==> config.mk <==
export PLATFORM = sky130hd
export DESIGN_NAME = dvp_rx
export DESIGN_NICKNAME = d
export VERILOG_FILES = /design/src/rtl/dvp_rx.sv
export SDC_FILE = /design/constraint.sdc
export NUM_CORES = 1
export LEC_CHECK = 0
export BUFFER_PORTS_ARGS = -buffer_cell sky130_fd_sc_hd__buf_2
export CAP_MARGIN = 20
export CORE_ASPECT_RATIO = 0.7
export CORE_MARGIN = 1
export CORE_UTILIZATION = 40
export DETAILED_ROUTE_END_ITERATION = 8
export GPL_TIMING_DRIVEN = 0
export PLACE_DENSITY = 0.75
export SLEW_MARGIN = 20
export SYNTH_ARGS = -nofsm -noshare
export SYNTH_HDL_FRONTEND = slang
export SYNTH_SLANG_ARGS = --single-unit
==> constraint.sdc <==
create_clock -name clk -period 1.7 [get_ports clk]
set_clock_uncertainty 0.15 [all_clocks]
set_input_delay 0.255 -clock clk [delete_from_list [all_inputs] [get_ports clk]]
set_output_delay 0.255 -clock clk [all_outputs]
set_load 0.03 [all_outputs]
==> src/rtl/dvp_rx.sv <==
`default_nettype none
// +----------------------------------------------------------------------------+
// | Module   : dvp_rx                                                          |
// | Purpose  : DVP receive deserialiser. Registers vsync/href/data once, pairs |
// |            bytes high-first into RGB565 pixels, tracks pixel x/y and frame |
// |            boundaries, and flags malformed lines.                          |
// | Ports    : clk, rst (sync, active-high)                                    |
// |            dvp_vsync, dvp_href, dvp_data[7:0]  - camera-side inputs        |
// |            vsync_o, href_o                      - registered sync outputs  |
// |            data_valid_o, data_o[15:0]           - pixel strobe and value   |
// |            pix_x[X_W-1:0], pix_y[Y_W-1:0]       - position of data_o       |
// |            frame_start, frame_done, line_err    - frame/line status        |
// | Option   : DVP_RX_STATS_EN adds line_cnt, last_line_len and frame_err.     |
// | Revision : 1.0 - initial release                                           |
// +----------------------------------------------------------------------------+
module dvp_rx #(
    parameter int H_ACTIVE  = 640,
    parameter int V_ACTIVE  = 480,
    parameter int VSYNC_POL = 1,
    parameter int X_W       = 11,
    parameter int Y_W       = 10
) (
    input  logic           clk,
    input  logic           rst,
    input  logic           dvp_vsync,
    input  logic           dvp_href,
    input  logic [7:0]     dvp_data,
    output logic           vsync_o,
    output logic           href_o,
    output logic           data_valid_o,
    output logic [15:0]    data_o,
    output logic [X_W-1:0] pix_x,
    output logic [Y_W-1:0] pix_y,
    output logic           frame_start,
    output logic           frame_done,
`ifdef DVP_RX_STATS_EN
    output logic [Y_W-1:0] line_cnt,
    output logic [X_W-1:0] last_line_len,
    output logic           frame_err,
`endif
    output logic           line_err
);

    localparam logic [2:0] c_wait_vs = 3'd0;
    localparam logic [2:0] c_wait_fr = 3'd1;
    localparam logic [2:0] c_idle    = 3'd2;
    localparam logic [2:0] c_hi      = 3'd3;
    localparam logic [2:0] c_lo      = 3'd4;

    localparam logic [X_W-1:0] c_x_last = X_W'(H_ACTIVE - 1);
    localparam logic [Y_W-1:0] c_y_max  = {Y_W{1'b1}};

    // Input stage (s1). vsync is normalised to active-high here so nothing
    // downstream cares about the camera polarity.
    logic       r_vs1;
    logic       r_href1;
    logic       r_href2;
    logic [7:0] r_data1;

    always_ff @(posedge clk) begin
        if (rst) begin
            r_vs1   <= 1'b0;
            r_href1 <= 1'b0;
            r_href2 <= 1'b0;
            r_data1 <= 8'h00;
        end else begin
            r_vs1   <= (VSYNC_POL != 0) ? dvp_vsync : ~dvp_vsync;
            r_href1 <= dvp_href;
            r_href2 <= r_href1;
            r_data1 <= dvp_data;
        end
    end

    assign vsync_o = r_vs1;
    assign href_o  = r_href2;

    // Frame/line state machine
    logic [2:0] r_state;
    logic [2:0] w_state_nxt;

    always_ff @(posedge clk) begin
        if (rst) r_state <= c_wait_vs;
        else     r_state <= w_state_nxt;
    end

    always_comb begin
        w_state_nxt = r_state;
        case (r_state)
            c_wait_vs: if (r_vs1)  w_state_nxt = c_wait_fr;
            c_wait_fr: if (!r_vs1) w_state_nxt = c_idle;
            c_idle:    if (r_vs1)  w_state_nxt = c_wait_fr;
                       else if (r_href1) w_state_nxt = c_lo;
            c_hi:      if (r_vs1)  w_state_nxt = c_wait_fr;
                       else if (r_href1) w_state_nxt = c_lo;
                       else w_state_nxt = c_idle;
            c_lo:      if (r_vs1)  w_state_nxt = c_wait_fr;
                       else if (r_href1) w_state_nxt = c_hi;
                       else w_state_nxt = c_idle;
            default:   w_state_nxt = c_wait_vs;
        endcase
    end

    // Per-cycle actions decoded from state and s1 inputs. vsync has priority
    // over href everywhere, so a line cut by vsync never emits its half pixel.
    logic w_latch_hi;
    logic w_emit;
    logic w_line_end;
    logic w_half;
    logic w_vs_hit;
    logic w_frame_entry;
    logic w_in_line;
    logic w_frame_done;

    always_comb begin
        w_latch_hi    = 1'b0;
        w_emit        = 1'b0;
        w_line_end    = 1'b0;
        w_half        = 1'b0;
        w_vs_hit      = 1'b0;
        w_frame_entry = 1'b0;
        w_in_line     = 1'b0;
        case (r_state)
            c_wait_fr: w_frame_entry = !r_vs1;
            c_idle: begin
                if (r_vs1) w_vs_hit   = 1'b1;
                else       w_latch_hi = r_href1;
            end
            c_hi: begin
                w_in_line = 1'b1;
                if (r_vs1)        w_vs_hit   = 1'b1;
                else if (r_href1) w_latch_hi = 1'b1;
                else              w_line_end = 1'b1;
            end
            c_lo: begin
                w_in_line = 1'b1;
                if (r_vs1)        w_vs_hit = 1'b1;
                else if (r_href1) w_emit   = 1'b1;
                else begin
                    w_line_end = 1'b1;
                    w_half     = 1'b1;
                end
            end
            default: ;
        endcase
    end

    // A frame only counts as done if something was actually received.
    assign w_frame_done = w_vs_hit && ((pix_y != '0) || w_in_line);

    // Datapath
    logic [7:0] r_hi;
    logic       r_first;   // next emitted pixel is the first of the frame
    logic       r_x_sat;   // pix_x already reached the last column this line

    always_ff @(posedge clk) begin
        if (rst) begin
            r_hi         <= 8'h00;
            r_first      <= 1'b0;
            r_x_sat      <= 1'b0;
            data_valid_o <= 1'b0;
            data_o       <= 16'h0000;
            pix_x        <= '0;
            pix_y        <= '0;
            frame_start  <= 1'b0;
            frame_done   <= 1'b0;
            line_err     <= 1'b0;
        end else begin
            data_valid_o <= w_emit;
            frame_start  <= w_emit && r_first;
            frame_done   <= w_frame_done;

            if (w_latch_hi) r_hi   <= r_data1;
            if (w_emit)     data_o <= {r_hi, r_data1};

            if (w_frame_entry) r_first <= 1'b1;
            else if (w_emit)   r_first <= 1'b0;

            // pix_x labels the pixel currently on data_o, so it advances the
            // cycle after each strobe and parks on the last column.
            if (w_frame_entry || w_line_end) begin
                pix_x   <= '0;
                r_x_sat <= 1'b0;
            end else if (data_valid_o) begin
                if (pix_x == c_x_last) r_x_sat <= 1'b1;
                else                   pix_x   <= pix_x + X_W'(1);
            end

            if (w_frame_entry)
                pix_y <= '0;
            else if (w_line_end && (pix_y != c_y_max))
                pix_y <= pix_y + Y_W'(1);

            // A fresh error beats the first-pixel clear in the same cycle.
            if (w_half || (w_emit && r_x_sat))
                line_err <= 1'b1;
            else if (w_emit && r_first)
                line_err <= 1'b0;
        end
    end

`ifdef DVP_RX_STATS_EN
    localparam logic [X_W-1:0] c_x_act = X_W'(H_ACTIVE);
    localparam logic [Y_W-1:0] c_y_act = Y_W'(V_ACTIVE);

    logic [X_W-1:0] r_len;
    logic           r_len_bad;

    // A line aborted by vsync is treated as a malformed line.
    always_ff @(posedge clk) begin
        if (rst) begin
            r_len         <= '0;
            r_len_bad     <= 1'b0;
            line_cnt      <= '0;
            last_line_len <= '0;
            frame_err     <= 1'b0;
        end else begin
            frame_err <= w_frame_done &&
                         ((line_cnt != c_y_act) || r_len_bad || w_in_line);
            if (w_frame_entry) begin
                r_len     <= '0;
                r_len_bad <= 1'b0;
                line_cnt  <= '0;
            end else if (w_line_end) begin
                last_line_len <= r_len;
                r_len         <= '0;
                if (r_len != c_x_act)  r_len_bad <= 1'b1;
                if (line_cnt != c_y_max) line_cnt <= line_cnt + Y_W'(1);
            end else if (w_emit && (r_len != {X_W{1'b1}})) begin
                r_len <= r_len + X_W'(1);
            end
        end
    end
`endif

endmodule
`default_nettype wire

==> reports/summary.log <==
qor: status.result_of_the_run finished, violations left
qor: status.failed_checks negative setup slack
qor: die.core_area 6310 sq um
qor: global_route.busiest_layer_in_global_routing met2
qor: die.ioPinCount 55
qor: timing.max_freq 566 MHz
qor: die.fp-row-count 24
qor: synthesis.synthesis.yosys.warnings 0
qor: synthesis.synth_nets 317
qor: route.dr_total_vias 2556
qor: synthesis.yosys-top-cells-area sky130_fd_sc_hd__dfxtp_1, sky130_fd_sc_hd__a21oi_1, sky130_fd_sc_hd__nand2_1
qor: synthesis.mappedNetlistArea 2640 sq um
qor: route.drt-vias-per-instance 5.34
qor: critical_path.reg2reg_slack -0.07 ns
qor: critical_path.critical_path_class flip-flop to flip-flop
qor: run.max_cap_viols 0
qor: synthesis.synth_enable_flop_cells 0
qor: final_layout.final-instance-count-excl-fill 479
qor: critical_path.cp.arrival 1.87 ns
qor: place.post-place-ws -0.206 ns
qor: synthesis.seq_area_frac_synth 0.493
qor: final_layout.antenna-diode-count 0
qor: global_route.global_route.usage.met2 0.319
qor: synthesis.post-synth-top-count-cell sky130_fd_sc_hd__dfxtp_1
qor: synthesis.synth_top_area_cell sky130_fd_sc_hd__dfxtp_1
qor: synthesis.postSynth.asyncResetShare 0
qor: synthesis.yosys-top-cells-count sky130_fd_sc_hd__dfxtp_1, sky130_fd_sc_hd__a21oi_1, sky130_fd_sc_hd__nand2_1, sky130_fd_sc_hd__nand3_1, sky130_fd_sc_hd__nor2_1
qor: timing.final-hold-violation-count 0
qor: synthesis.postSynthCellCount 302
qor: timing.timing.slew.headroom 0.649
qor: global_route.grtUsageMet1 0.278
qor: critical_path.cpLargestDelayFamily simple AND/OR/NAND/NOR gates
qor: route.drt-wirelength-per-cell 14.8 um
qor: critical_path.critPathMaxFanout 6
qor: global_route.globalRoute.totalOverflow 0
qor: clocking.cts.sink_count 65
qor: clocking.worst_skew_pair.late_latency 0.33 ns
qor: die.die_w 99.1 um
qor: critical_path.path_cells nor3b_4 -> buf_6 -> o2111ai_4 -> or4_4 -> a21oi_2
qor: timing.rsz_0062_raised_after_global_routing yes
qor: synthesis.synth-seq-cells 65
qor: critical_path.critical_path_s_slowest_cell sky130_fd_sc_hd__or4_4
qor: global_route.grt_usage 0.210
qor: die.fp.dieArea 6930 sq um
qor: clocking.cts_root_buffer sky130_fd_sc_hd__clkbuf_8
qor: place.place_inst 433
qor: critical_path.ff2ff_path_depth 5
qor: final_layout.utilization 0.597
qor: synthesis.netlist-cell-type-count 43
qor: critical_path.endpoint_kind flip-flop
qor: global_route.antenna_violations_before_repair 0
qor: final_layout.post_route_cells_drive_above_1_share 0.397
qor: power.fin_total_pwr 3.01 mW
qor: timing.tightestPinTransition 0.526 ns
qor: final_layout.area.growth.synth_to_final 42.6%
qor: critical_path.endpoint_of_the_most_critical_register_to_register_path pix_y[5]$_SDFFE_PP0P_
qor: timing.finalSetupViolations 7
qor: route.drc_errors 0
qor: synthesis.dominantRegCellSynth sky130_fd_sc_hd__dfxtp_1
qor: power.leakagePower 1.41 nW
qor: critical_path.worstPathRequired 1.81 ns
qor: clocking.cts-buffers-inserted 9
qor: critical_path.cpPeakStageDelay 0.51 ns
qor: route.routed_wl 7.09 mm
qor: global_route.use_met3 0.0681
qor: place.routabilityCongestion 0.761
qor: min_path.hold_end href_o$_SDFF_PP0_
qor: clocking.clockBufferDepth 2
qor: place.io_buffers 53
qor: global_route.wire_length_of_the_first_global_routing_pass 11.3 mm
qor: clocking.cts_tree built
qor: clocking.clk_pin_slew 0.07 ns
qor: synthesis.synth_top_area_share 0.493
qor: clocking.htreeDepth 3
qor: timing.fin_crit_sh 1.04
qor: place.hpwl 4.32 mm
qor: critical_path.total_buffers_and_inverters_traversed_by_the_critical_path 1
qor: route.firstDrtPassIters 4
qor: die.start_util 0.419
qor: global_route.grt_max_degree 12
qor: synthesis.syn_area_per_cell 8.74 sq um
qor: final_layout.design.final.nets 411
qor: critical_path.worst_r2r_startpoint r_state[0]$_SDFFE_PP0P_
qor: global_route.first_global_vias 2401
qor: final_layout.stdcell_area 3760 sq um
qor: power.powerDensity 801 nW/um^2
qor: power.max-vdd-ir-drop 0.455 mV
qor: min_path.whs_path_depth 2
qor: place.post_dp_cell_area 3070 sq um
qor: timing.finalWorstSetupSlack -0.0654 ns
qor: route.initialDrtViolationCount 143
qor: route.detail_route_antenna_nets 0
qor: min_path.min-delay-start rst
qor: critical_path.critical_path_start_type flip-flop
qor: timing.tmin_final 1.77 ns
qor: die.die_h 70.0 um
qor: min_path.min-delay-path-class input port to flip-flop
qor: timing.final-max-slew-violation-count 0
==> kinds of logic after synthesis <==
group | after synthesis | synth area share
AO/OA/AOI/OAI | 68 | 0.150
AND/OR/NAND/NOR | 135 | 0.275
buffers and inverters | 25 | 0.0474
XOR/XNOR | 5 | 0.0166
multiplexers | 1 | 0.00379
adder cells (fa/ha/maj) | 3 | 0.0142
flip-flops | 65 | 0.493
==> worst max path at each step <==
stage                                 start                endpoint  slack (ns)  cells after the start
floorplan             pix_y[4]$_SDFFE_PP0P_   pix_y[8]$_SDFFE_PP0P_      -0.007                      4
global placement    r_state[2]$_SDFFE_PP0P_    r_x_sat$_SDFFE_PP0P_       -0.12                      7
detailed placement       vsync_o$_SDFF_PP0_  data_o[8]$_SDFFE_PP0N_       -0.21                      6
CTS                 r_state[1]$_SDFFE_PP0P_   pix_y[7]$_SDFFE_PP0P_       -0.08                      6
global route        r_state[0]$_SDFFE_PP0P_   pix_y[5]$_SDFFE_PP0P_       -0.13                      5
finish              r_state[0]$_SDFFE_PP0P_   pix_y[5]$_SDFFE_PP0P_       -0.07                      5
==> layout by cell type, fill, tap and decap left out, types with 8 or more instances in the layout <==
cell / count
sky130_fd_sc_hd__nand2_1: 40
sky130_fd_sc_hd__a21oi_1: 36
sky130_fd_sc_hd__clkbuf_1: 8
sky130_fd_sc_hd__dfxtp_2: 14
sky130_fd_sc_hd__buf_2: 55
sky130_fd_sc_hd__nor2_1: 12
sky130_fd_sc_hd__dlygate4sd3_1: 10
sky130_fd_sc_hd__buf_4: 23
sky130_fd_sc_hd__clkbuf_8: 11
sky130_fd_sc_hd__nor2b_1: 10
sky130_fd_sc_hd__dfxtp_1: 44
sky130_fd_sc_hd__nand3_1: 19
==> per-stage QoR <==
step | hold slack (ns) | TNS [ns]
after global routing | 0.158 | -0.807
final | 0.147 | -0.198
after floorplan | 0.233 | -0.00677
after detailed placement | 0.295 | -3.40
after CTS | 0.126 | -0.366
after global placement | 0.289 | -2.12
==> per-layer routing <==
layer	up-vias	routed length (um)
met5	-	0
met3	6	399
met2	79	3160
met1	1204	3450
met4	0	76
li1	1267	-
==> state kept, by name, indices dropped and copies added, names as in the netlist, 3 cells and up <==
register and cells:
r_data1 8, pix_y 10, data_o 16, r_hi 8
pix_x 11, r_state 3
==> worst reg2reg max path, cell delays in order (launching register included) <==
cell                        delay [ns]
sky130_fd_sc_hd__dfxtp_4          0.36
sky130_fd_sc_hd__nor3b_4          0.26
sky130_fd_sc_hd__buf_6            0.15
sky130_fd_sc_hd__o2111ai_4        0.14
sky130_fd_sc_hd__or4_4            0.51
sky130_fd_sc_hd__a21oi_2          0.13
==> cell type report <==
cell class                      count  area (sq um)
Fill cell                         561          2540
Timing Repair Buffer               88           571
Multi-Input combinational cell    212          1430
Tap cell                           78          97.6
Buffer                             14           104
Clock inverter                      2          37.5
Inverter                            6          22.5
Clock buffer                       14           163
Sequential cell                    65          1350
==> power by group <==
part	total (mW)	switching, mW	internal (mW)
clock network	1.32	0.557	0.760
registers	1.55	0.0219	1.53
logic	0.144	0.0787	0.0652
total	3.01	0.658	2.36
==> repair_timing <==
item,in CTS,in global routing
endpoints found under the hold margin,10,0
buffers inserted,15,9
setup endpoints to repair,32,49
gates cloned,1,0
pin swaps,9,16
gates resized for setup,27,43
hold buffers,10,0
No activity file was read; power rests on OpenSTA's default activity.
